`config.mk`:
```
export PLATFORM = sky130hd
export DESIGN_NAME = osc_lock_ctrl
export DESIGN_NICKNAME = d
export VERILOG_FILES = /design/src/rtl/osc_lock_ctrl.sv
export SDC_FILE = /design/constraint.sdc
export NUM_CORES = 1
export LEC_CHECK = 0
export CAP_MARGIN = 10
export CORE_UTILIZATION = 30
export CTS_CLUSTER_DIAMETER = 40
export DETAILED_ROUTE_END_ITERATION = 8
export GPL_TIMING_DRIVEN = 0
export PLACE_DENSITY = 0.51
export SYNTH_ARGS = -nofsm -noshare
export SYNTH_HDL_FRONTEND = slang
export SYNTH_SLANG_ARGS = --single-unit
export TNS_END_PERCENT = 100
```
`constraint.sdc`:
```
create_clock -name ref_clk -period 7.2 [get_ports ref_clk]
set_input_delay 1.44 -clock ref_clk [delete_from_list [all_inputs] [get_ports ref_clk]]
set_output_delay 1.44 -clock ref_clk [all_outputs]
set_load 0.05 [all_outputs]
```
`src/rtl/osc_lock_ctrl.sv`:
```
// Calibration and lock sequencer for the ring oscillator: a successive-approximation search over the
// coarse then fine varactor codes, a final verification window, then hand-over to edge injection.
module osc_lock_ctrl #(
    parameter int CNT_W      = 12,
    parameter int WIN_W      = 8,
    parameter int SETTLE_CYC = 16
) (
    input  logic             ref_clk,
    input  logic             rst,
    input  logic             cal_start,
    input  logic [CNT_W-1:0] target_cnt,
    input  logic [CNT_W-1:0] tol_cnt,
    input  logic             osc_div_sync,
    output logic             glob_en,
    output logic [7:0]       delay_con_msb,
    output logic [4:0]       delay_con_lsb,
    output logic             inj_en,
    output logic             cal_busy,
    output logic             cal_done,
    output logic             cal_err,
    output logic [CNT_W-1:0] meas_cnt
);

    localparam int SET_W = (SETTLE_CYC > 1) ? $clog2(SETTLE_CYC) : 1;
    localparam int TW    = ((WIN_W > SET_W) ? WIN_W : SET_W) + 1;
    localparam logic [TW-1:0] SETTLE_LAST = TW'(SETTLE_CYC - 1);
    localparam logic [TW-1:0] WIN_LAST    = TW'((1 << WIN_W) - 1);

    typedef enum logic [2:0] {IDLE, SETTLE, MEASURE, DECIDE, CHECK, LOCKED} state_t;

    state_t           state_q, state_d;
    logic             start_q1, start_q2;
    logic [CNT_W-1:0] tgt_q, tgt_d, tol_q, tol_d;
    logic             glob_q, glob_d, inj_q, inj_d, busy_q, busy_d, done_q, done_d, err_q, err_d;
    logic [7:0]       msb_q, msb_d;
    logic [4:0]       lsb_q, lsb_d;
    logic [CNT_W-1:0] meas_q, meas_d, cnt_q, cnt_d;
    logic             phase_q, phase_d;   // 0: coarse code, 1: fine code
    logic [2:0]       bit_q, bit_d;
    logic             final_q, final_d;
    logic [TW-1:0]    timer_q, timer_d;
    logic             prev_q, prev_d;

    logic             rise, start_now, keep;
    logic [CNT_W-1:0] cnt_inc;
    logic [CNT_W:0]   diff;
    logic [2:0]       bit_m1;

    assign rise      = start_q1 & ~start_q2;
    assign start_now = rise && (state_q == IDLE || state_q == LOCKED);
    assign keep      = meas_q > tgt_q;
    assign bit_m1    = bit_q - 3'd1;
    // Saturating edge count, including an edge seen on the current cycle
    assign cnt_inc   = (osc_div_sync && !prev_q && !(&cnt_q)) ? cnt_q + CNT_W'(1) : cnt_q;

    always_comb begin
        if (meas_q > tgt_q) diff = {1'b0, meas_q} - {1'b0, tgt_q};
        else                diff = {1'b0, tgt_q} - {1'b0, meas_q};
    end

    always_comb begin
        state_d = state_q;
        tgt_d   = tgt_q;
        tol_d   = tol_q;
        glob_d  = glob_q;
        inj_d   = inj_q;
        busy_d  = busy_q;
        done_d  = done_q;
        err_d   = err_q;
        msb_d   = msb_q;
        lsb_d   = lsb_q;
        meas_d  = meas_q;
        cnt_d   = cnt_q;
        phase_d = phase_q;
        bit_d   = bit_q;
        final_d = final_q;
        timer_d = timer_q;
        prev_d  = prev_q;

        case (state_q)
            SETTLE: begin
                timer_d = timer_q + TW'(1);
                if (timer_q == SETTLE_LAST) begin
                    state_d = MEASURE;
                    timer_d = '0;
                    cnt_d   = '0;
                    prev_d  = 1'b0;
                end
            end
            MEASURE: begin
                timer_d = timer_q + TW'(1);
                cnt_d   = cnt_inc;
                prev_d  = osc_div_sync;
                if (timer_q == WIN_LAST) begin
                    meas_d  = cnt_inc;
                    state_d = final_q ? CHECK : DECIDE;
                end
            end
            DECIDE: begin
                state_d = SETTLE;
                timer_d = '0;
                if (!phase_q) begin
                    msb_d[bit_q] = keep;
                    if (bit_q != 3'd0) begin
                        msb_d[bit_m1] = 1'b1;
                        bit_d         = bit_m1;
                    end else begin
                        phase_d = 1'b1;
                        bit_d   = 3'd4;
                    end
                end else begin
                    lsb_d[bit_q] = keep;
                    if (bit_q != 3'd0) begin
                        lsb_d[bit_m1] = 1'b1;
                        bit_d         = bit_m1;
                    end else begin
                        final_d = 1'b1;
                    end
                end
            end
            CHECK: begin
                err_d   = diff > {1'b0, tol_q};
                state_d = LOCKED;
            end
            LOCKED: begin
                busy_d = 1'b0;
                done_d = 1'b1;
                inj_d  = ~err_q;
            end
            default: ;
        endcase

        // A start from IDLE or LOCKED overrides everything above
        if (start_now) begin
            tgt_d   = target_cnt;
            tol_d   = tol_cnt;
            glob_d  = 1'b1;
            busy_d  = 1'b1;
            done_d  = 1'b0;
            err_d   = 1'b0;
            inj_d   = 1'b0;
            msb_d   = 8'h80;
            lsb_d   = 5'h10;
            phase_d = 1'b0;
            bit_d   = 3'd7;
            final_d = 1'b0;
            timer_d = '0;
            state_d = SETTLE;
        end
    end

    always_ff @(posedge ref_clk) begin
        if (rst) begin
            state_q  <= IDLE;
            start_q1 <= 1'b0;
            start_q2 <= 1'b0;
            tgt_q    <= '0;
            tol_q    <= '0;
            glob_q   <= 1'b0;
            inj_q    <= 1'b0;
            busy_q   <= 1'b0;
            done_q   <= 1'b0;
            err_q    <= 1'b0;
            msb_q    <= 8'h80;
            lsb_q    <= 5'h10;
            meas_q   <= '0;
            cnt_q    <= '0;
            phase_q  <= 1'b0;
            bit_q    <= 3'd7;
            final_q  <= 1'b0;
            timer_q  <= '0;
            prev_q   <= 1'b0;
        end else begin
            state_q  <= state_d;
            start_q1 <= cal_start;
            start_q2 <= start_q1;
            tgt_q    <= tgt_d;
            tol_q    <= tol_d;
            glob_q   <= glob_d;
            inj_q    <= inj_d;
            busy_q   <= busy_d;
            done_q   <= done_d;
            err_q    <= err_d;
            msb_q    <= msb_d;
            lsb_q    <= lsb_d;
            meas_q   <= meas_d;
            cnt_q    <= cnt_d;
            phase_q  <= phase_d;
            bit_q    <= bit_d;
            final_q  <= final_d;
            timer_q  <= timer_d;
            prev_q   <= prev_d;
        end
    end

    assign glob_en       = glob_q;
    assign delay_con_msb = msb_q;
    assign delay_con_lsb = lsb_q;
    assign inj_en        = inj_q;
    assign cal_busy      = busy_q;
    assign cal_done      = done_q;
    assign cal_err       = err_q;
    assign meas_cnt      = meas_q;

endmodule

```
### Word level (Yosys, flattened, before mapping)

Cells that the tools add are included.

* register bits: 86
* output and inout port bits: 30
* word-level logic and storage cells: 103
* input port bits: 28

* reductions and logical operators: 25
* add/sub/neg operators: 5
* muxes and demuxes: 28
* eq/ne operators: 12
* magnitude comparators: 6
* bitwise gates (word level): 7

Operators by type and width (number)
* case mux 9 bit (3 select lines): 1
* subtractor 12 x 12 -> 13 bit: 2
* 2-to-1 mux 12 bit: 2
* case mux 12 bit (2 select lines): 1
* 2-to-1 mux 3 bit: 6
* > comparator 13 x 12 -> 1 bit: 1
* 2-to-1 mux 13 bit: 1
* adder 12 x 1 -> 12 bit (second input constant): 1
* > comparator 12 bit: 1
* case mux 3 bit (4 select lines): 1
* AND reduction 12 bit: 1
* AND reduction 2 bit: 5
* adder 9 x 1 -> 9 bit (second input constant): 1
* equality test 9 x 4 -> 1 bit (second input constant): 1
* equality test 9 x 8 -> 1 bit (second input constant): 1
* 2-to-1 mux 9 bit: 1
* AND reduction 3 bit: 3
* bitwise mux 8 bit: 1
* less-than comparator 3 x 4 -> 1 bit (second input constant): 2
* 2-to-1 mux 1 bit: 8
* 2-to-1 mux 8 bit: 1
* OR 8 bit: 1
* demux 1 bit (select 3 bit): 2
* equality test 3 x 2 -> 1 bit (second input constant): 2
* other kinds (22): 36

### Depth between registers and ports, before layout

Gate-level depths: netlist of the first run.

* depth after elaboration: 7
* depth in mapped cells: 18
* gate-level depth less buffers: 17

### Worst setup path before layout of the first run

OpenSTA, ideal clock, no wires.

* path kind: register to register
* from: register meas_q[1] (netlist: meas_cnt[1])
* to: register err_q (netlist: cal_err)
* arrival: 3525 ps
* path slack: 3548 ps
* period minus slack after synthesis: 3652 ps
* cell stages (with the launch flop): 16
* buffers on the path: 1
* required time: 7072 ps
* setup time: 128 ps
* cell sequence: dfxtp_1 > inv_1 > ha_1 > and2b_1 > o2111ai_1 > a211o_1 > a21oi_2 > buf_2 > mux2_2 > ha_1 > nor2b_1 > o21a_1 > o21ai_0 > a21oi_1 > o221ai_1 > a31oi_1

* longest elaborated chain between the ends: 3
* elaborated cells on any way between the ends: 5
* those cells by class: add/sub: 2; order compare: 2; mux: 1

RTL lines
* start: declaration: RTL line 37 `logic [CNT_W-1:0] meas_q, meas_d, cnt_q, cnt_d;`
* start signal: assignment: RTL line 186 `meas_q <= meas_d;`
* subtractor 12 x 12 -> 13 bit (tied with other cells): RTL line 58 `else diff = {1'b0, tgt_q} - {1'b0, meas_q};`
* 2-to-1 mux 13 bit *: RTL line 57 `if (meas_q > tgt_q) diff = {1'b0, meas_q} - {1'b0, tgt_q};`
* > comparator 13 x 12 -> 1 bit *: RTL line 122 `err_d = diff > {1'b0, tol_q};`
* end signal: assignment: RTL line 183 `err_q <= err_d;`
* end: declaration: RTL line 34 `logic glob_q, glob_d, inj_q, inj_d, busy_q, busy_d, done_q, done_d, err_q, err_d;`

Mark *: on every way between the ends. The rest lies on a longest branch, timed or not.
A chain may end at the register's enable or synchronous reset.

### Worst setup path after layout of the first run

Ends and elaborated chain as after synthesis.

==> key figures, run 1 <==
Detailed routing
  • Vias: about 4,800
  • Routed Antenna Nets: 0
  • Drt wl/cell: between 10 and 15 µm
  • Via/cell ratio: 4.98
  • Drt total wl: 14,100 µm
  • DRT iter0 DRCs: 192
  • Initial DRT Pass Iterations: 6
  • Drc violations: 0

Yosys
  • Simple-gate portion of the synthesized area: approximately a fifth
  • Post-synthesis xor/xnor area fraction: around 4.5%
  • Ys Warns: 0
  • Mapped Area: ~5200 µm²
  • Synth Register Bits: between 80 and 90
  • Distinct cells, synth: 56
  • Synth Area per Inst: between 7 and 8 µm²
  • Main combinational cell family by area after synthesis: compound AO/OA/AOI/OAI gates
  • Post-Syn Nets: around 740
  • Compound-Gate Fraction of Synth Area: 22.2%
  • Post-synth EDFFs: 0
  • Yosys top cell area share: about 33%
  • Post-synth top flop: dfxtp_1
  • Gate Count Post-Synth: 670
  • Post-synthesis mux area share: around 2.9%
  • Most area-hungry cell type in the Yosys netlist: dfxtp_1
  • Sequential area share after synthesis: 33.0%
  • Area contributors post-synth: dfxtp_1, ha_1, a21oi_1
  • Synth Area in Adders: between 10% and 20%
  • Async SR Flop Fraction: 0%

Layout
  • Fillers: 1,806
  • Most frequent cells in the layout: dfxtp_1, nand2_1, a21oi_1, nor2_1, clkdlybuf4s50_1
  • Share of cells above drive strength 1: roughly 5.5%
  • Nets: just over 800
  • Syn-to-layout area delta: 21.8%
  • Diode count: 0
  • Commonest non-fill, non-tap cell in the layout: dfxtp_1
  • Post-route insts no fill: approximately 960

Status
  • Status: completed

Timing
  • Normalized max-slew margin: a little over half
  • Worst-margin pin slew: roughly 0.69 ns
  • # setup viols final: 0
  • RSZ-0062 raised after global routing: false
  • Setup TNS: 0 ns
  • Period minus WS final: around 3.8 ns
  • Clock skew: ~0.011 ns
  • Setup slack after layout: between 3 and 4 ns
  • Ratio of final minimum period to clock period: a little over half
  • Number of max-slew violations in the final report: 0
  • Max Clock Freq: around 260 MHz
  • Final Hold Vio Count: 0

Floorplan
  • Row count: 47
  • Die width: 134 µm
  • Initial core utilization: between 30% and 40%
  • Die area: 17,900 µm²
  • Die H: between 100 and 150 µm
  • Core area: roughly 17,000 µm²
  • Num ports: 58

Critical path
  • FF-to-FF path depth: 15
  • CP cell instances: inv_1 > ha_1 > and2b_1 > o2111ai_1 > a211o_1 > a21oi_2 > buf_2 > mux2_2 > ha_1 > nor2b_1 > o21a_1 > o21ai_0 > a21oi_1 > o221ai_1 > a31oi_1
  • Critical-path top delay cell: dfxtp_1
  • CP required: between 7 and 8 ns
  • Cell mode on critical path: ha_1
  • Kind of critical path: reg -> reg
  • Critical Path Max Stage Delay: approximately 0.48 ns
  • WP data arrival: 4.02 ns
  • Worst-path maximum fanout: 10
  • Crit. End Element: flop
  • Crit start category: flop

Clock tree
  • Htree depth: 3
  • Post-CTS sizing: 0
  • Clock sink count: 86
  • Num CTS Buffers: 9
  • Clock Tree Root: clkbuf_16
  • Clk_lat worst skew: between 0.3 and 0.4 ns
  • Hold Buf Count CTS: 0
  • Reg clk slew, reported paths: ~0.07 ns
  • Post-CTS Setup Bufs: 0
  • CTS tree: built
  • CTS Buffer Depth: 2

Power and ir drop
  • Overall power of the completed layout: around 1.2 mW
  • Peak VDD IR: between 100 and 150 µV
  • Leakage: approximately 2.4 nW
  • PwrDens: around 190 nW/µm²

GRT
  • GR Util met1: 21.4%
  • GRT Overall Usage: 16.2%
  • Largest net degree at the start of global routing: 15
  • GRT busiest layer: met2
  • Routing usage on met2: between 20% and 30%
  • Gr ovfl total: 0
  • Initial antenna violation count: 0
  • Global-route wire length before repair: 22,700 µm
  • Vias in the first global route: roughly 4,500
  • GR Layer Usage met3: under 10%

Placed design
  • Pre-CTS WS: ~3.4 ns
  • Hpwl dp: between 10,000 and 15,000 µm
  • Placed cells: 947
  • Routability cong.: 0.839
  • IO Port Bufs: between 50 and 60

Hold path
  • Min-Delay Path Class: reg -> reg
  • Hold path cells: 2

Flow run
  • Max cap viols: 0
## layout make-up
cell class,instances,area [µm²],area share (%)
Multi-Input combinational cell,500,3150,49.6
Sequential cell,86,1720,27.1
Timing Repair Buffer,57,571,8.97
Tap cell,220,275,4.33
Clock buffer,12,267,4.19
Buffer,39,179,2.81
Inverter,45,169,2.65
Clock inverter,4,27.5,0.433
## stage by stage
step	area [µm²]	hold slack, ns	utilization [%]
final	6360	0.461	37.8
after global routing	6360	0.481	37.8
after CTS	6360	0.463	37.8
after detailed placement	6070	0.453	36.1
after global placement	6070	0.446	36.1
after floorplan	5220	0.436	-
## registers in the layout, indices dropped and copies added (netlist names), 3 cells and up
name,cells
cnt_q,12
meas_cnt,12
tgt_q,12
tol_q,12
timer_q,9
delay_con_msb,8
delay_con_lsb,5
bit_q,3
state_q,3
## synth_stat cells, drive strengths merged (13+ instances only)
master  count
xor2       15
a31oi      15
o21ai      31
nor2       69
clkbuf     22
a21oi      71
a211oi     18
nand3      15
dfxtp      86
nand2      83
a21o       20
mux2i      13
ha         41
buf        17
inv        45
## worst max-delay path, delay by kind of cell (launching register included)
kind / cells / cell delay [ns]
compound gates: 8 / 1.45
fa+ha+maj: 2 / 0.63
buf+inv: 2 / 0.42
flops: 1 / 0.48
mux: 1 / 0.38
simple gates: 2 / 0.29
## kinds of logic (layout without fill, tap and decap cells)
group | after synthesis | in the layout
and+or+nand+nor | 229 | 229
AOI/OAI and AO/OA | 186 | 186
DFF | 86 | 86
buffers and inverters | 84 | 157
adders and majority gates | 43 | 43
xor gates and xnor gates | 27 | 27
muxes | 15 | 15
## worst paths after layout
| check | from | endpoint | slack, ns |
|---|---|---|---|
| worst min register to register | tol_q[8] | tol_q[8] | 0.46 |
| worst max-delay path | meas_cnt[1] | cal_err | 3.41 |
| worst min-delay path | tol_q[8] | tol_q[8] | 0.46 |
| worst max register to register | meas_cnt[1] | cal_err | 3.41 |
## per-layer routing
metal	up-vias	share of wire, %
met3	16	3.4
met5	-	0
li1	2473	-
met1	2225	50
met4	0	1.8
met2	80	45
## where the power goes
part | leakage [nW] | switching (mW) | total [mW] | internal [mW]
Sequential | 0.696 | 0.00560 | 0.490 | 0.485
Clock | 0.149 | 0.207 | 0.470 | 0.264
Combinational | 1.54 | 0.125 | 0.227 | 0.101
Total | 2.39 | 0.338 | 1.19 | 0.850
Note: power is estimated with default switching activity, not from simulation.
==> run 2: changes to the inputs <==
==> constraint.sdc (replaced) <==
create_clock -name ref_clk -period 3.5 [get_ports ref_clk]
set_input_delay 0.7 -clock ref_clk [delete_from_list [all_inputs] [get_ports ref_clk]]
set_output_delay 0.7 -clock ref_clk [all_outputs]
set_load 0.05 [all_outputs]
==> run 2 against run 1 <==
- via count increased by 1.2%
- combinational power increased by 140%
- sequential share of layout area decreased by 0.63 points
- total power grew 110%
- sequential cell count unchanged
- first-iteration DRC count down 17%
- sequential power up 100%
- register-to-register slack worse by 3.4 ns
- cell count up 1.5%
- setup slack got worse by 3.4 ns
- critical path type unchanged
==> key figures, run 2 (same netlist as run 1, synthesis figures left out) <==
Timing
  • # setup viols final: 0
  • Clock skew: 0.00947 ns
  • Max Clock Freq: a little under 300 MHz
  • Period minus WS final: between 3 and 4 ns
  • Setup slack after layout: 0.0314 ns
  • Number of max-slew violations in the final report: 0
  • Ratio of final minimum period to clock period: around 99%
  • Final Hold Vio Count: 0
  • RSZ-0062 raised after global routing: true
  • Worst-margin pin slew: around 0.73 ns
  • Normalized max-slew margin: 51.4%

Placed design
  • Dpl cell area: 6070 µm²
  • Placed cells: approximately 950
  • Hpwl dp: roughly 11,000 µm
  • IO Port Bufs: 57
  • Routability cong.: 0.836
  • Pre-CTS WS: -0.243 ns

Detailed routing
  • Routed Antenna Nets: 0
  • Drt total wl: ~14,000 µm
  • Drt wl/cell: 14.7 µm
  • DRT iter0 DRCs: 160
  • Vias: just under 5,000
  • Via/cell ratio: between 4 and 5
  • Drc violations: 0
  • Initial DRT Pass Iterations: 4

Clock tree
  • CTS tree: built
  • Clock Tree Root: clkbuf_16
  • Clock sink count: 86
  • Num CTS Buffers: 9
  • CTS Buffer Depth: 2
  • Clk_lat worst skew: 0.35 ns
  • Hold Buf Count CTS: 0
  • Htree depth: 3
  • Reg clk slew, reported paths: 0.07 ns

Critical path
  • Reg2Reg Setup Slack: 0.03 ns
  • Worst r2r src: meas_cnt[4]
  • Crit start category: flop
  • WP data arrival: 3.75 ns
  • CP required: 3.78 ns
  • Reg-to-reg endpoint: cal_err
  • FF-to-FF path depth: 19
  • Crit. End Element: flop
  • Worst-path maximum fanout: 8
  • Kind of critical path: reg -> reg

Floorplan
  • Row count: between 40 and 50
  • Initial core utilization: between 30 and 40%
  • Die width: around 130 µm
  • Num ports: between 50 and 60
  • Core area: between 15,000 and 20,000 µm²
  • Die H: about 130 µm
  • Die area: approximately 18,000 µm²

GRT
  • Gr ovfl total: 0
  • Largest net degree at the start of global routing: 16
  • Global-route wire length before repair: ~23,000 µm
  • Vias in the first global route: 4,613
  • GRT Overall Usage: about 16%
  • Initial antenna violation count: 0

Layout
  • Diode count: 0
  • Syn-to-layout area delta: 26.9%
  • Nets: between 800 and 900
  • Final core occ: between 30% and 40%
  • Most frequent cells in the layout: nand2_1, dfxtp_1, a21oi_1, nor2_1, clkdlybuf4s50_1
  • Final instance area: approximately 6600 µm²
  • Share of cells above drive strength 1: between 10% and 20%
  • Post-route insts no fill: 977
  • Commonest non-fill, non-tap cell in the layout: nand2_1

Power and ir drop
  • Leakage: approximately 2.5 nW
  • PwrDens: approximately 380 nW/µm²
  • Overall power of the completed layout: 2.54 mW
  • Peak VDD IR: between 200 and 300 µV

Hold path
  • Min-Delay Path Class: reg -> reg
  • Hold EP: tol_q[11]
  • Hold path cells: 2
  • Worst hold path startpoint: tol_q[11]

Flow run
  • Max cap viols: 0

Status
  • Status: completed
-- run 2: cell types whose count changed in the layout (fill, tap and decap cells not counted), sizes merged --
cell	delta
clkinv	+1
bufinv	+1
clkinvlp	+1
clkbuf	+1
buf	+10
-- run 2: what timing repair did --
action	4_1_cts	5_1_grt
endpoints found under the setup margin	1	1
pin swaps	1	17
setup buffers	2	12
resized for setup	7	40
-- run 2: cell type report --
cell class	count	area (µm²)
Multi-Input combinational cell	500	3250
Clock inverter	7	72.6
Clock buffer	9	225
Sequential cell	86	1750
Inverter	45	169
Buffer	39	213
Timing Repair Buffer	71	676
Tap cell	220	275
Fill cell	1804	10200
-- run 2: how the worst max path moves through the flow --
stage	depth (start not counted)	slack, ns	end	start
3_5_place_dp	15	-0.24	cal_err	meas_cnt[1]
2_1_floorplan	15	0.005	cal_err	meas_cnt[4]
3_3_place_gp	16	-0.19	cal_err	meas_cnt[4]
6_report	19	0.03	cal_err	meas_cnt[4]
4_1_cts	17	0.02	cal_err	meas_cnt[1]
5_1_grt	18	-0.1	cal_err	meas_cnt[4]
-- run 2: per-layer routing --
layer  global-route usage [%]  vias up  part of all wire, %
li1                         -     2504                    -
met1                     21.7     2255                   50
met2                     26.3       77                   46
met3                     2.95       15                  3.3
met4                     4.55        0                  1.2
met5                        0        -                    0
-- run 2: through the flow --
stage                     setup TNS (ns)  hold WS (ns)
after floorplan                        0         0.436
after global placement            -0.186         0.448
after detailed placement          -0.243         0.451
after CTS                              0         0.461
after global routing             -0.0998         0.475
final                                  0         0.460
-- run 2: power by group --
| group | total, mW | internal [mW] | switching [mW] |
|---|---|---|---|
| combinational | 0.550 | 0.260 | 0.289 |
| sequential | 1.00 | 0.992 | 0.0130 |
| clock | 0.982 | 0.557 | 0.425 |
-- run 2: worst max-delay path, cell delays in order, from the launching register on --
cell and delay (ns):
dfxtp_4 0.37, inv_1 0.05, ha_1 0.30, buf_6 0.14
a21o_1 0.21, a31oi_2 0.20, a211o_1 0.21, a21oi_4 0.09
buf_4 0.14, buf_6 0.11, buf_4 0.14, buf_4 0.16
nand2_1 0.07, o21ai_1 0.08, xnor2_1 0.24, ha_1 0.29
and4_1 0.20, nand4_1 0.10, o221ai_2 0.12, a31oi_1 0.17
==> run 3: changes to the inputs <==
--- a/config.mk
+++ b/config.mk
@@ -5,7 +5,7 @@
 export SDC_FILE = /design/constraint.sdc
 export NUM_CORES = 1
 export LEC_CHECK = 0
-export CAP_MARGIN = 10
+export CAP_MARGIN = 15
 export CORE_UTILIZATION = 30
 export CTS_CLUSTER_DIAMETER = 40
 export DETAILED_ROUTE_END_ITERATION = 8
==> results of run 3 <==
No change in the layout: final DEF, timing and power equal those of run 2.
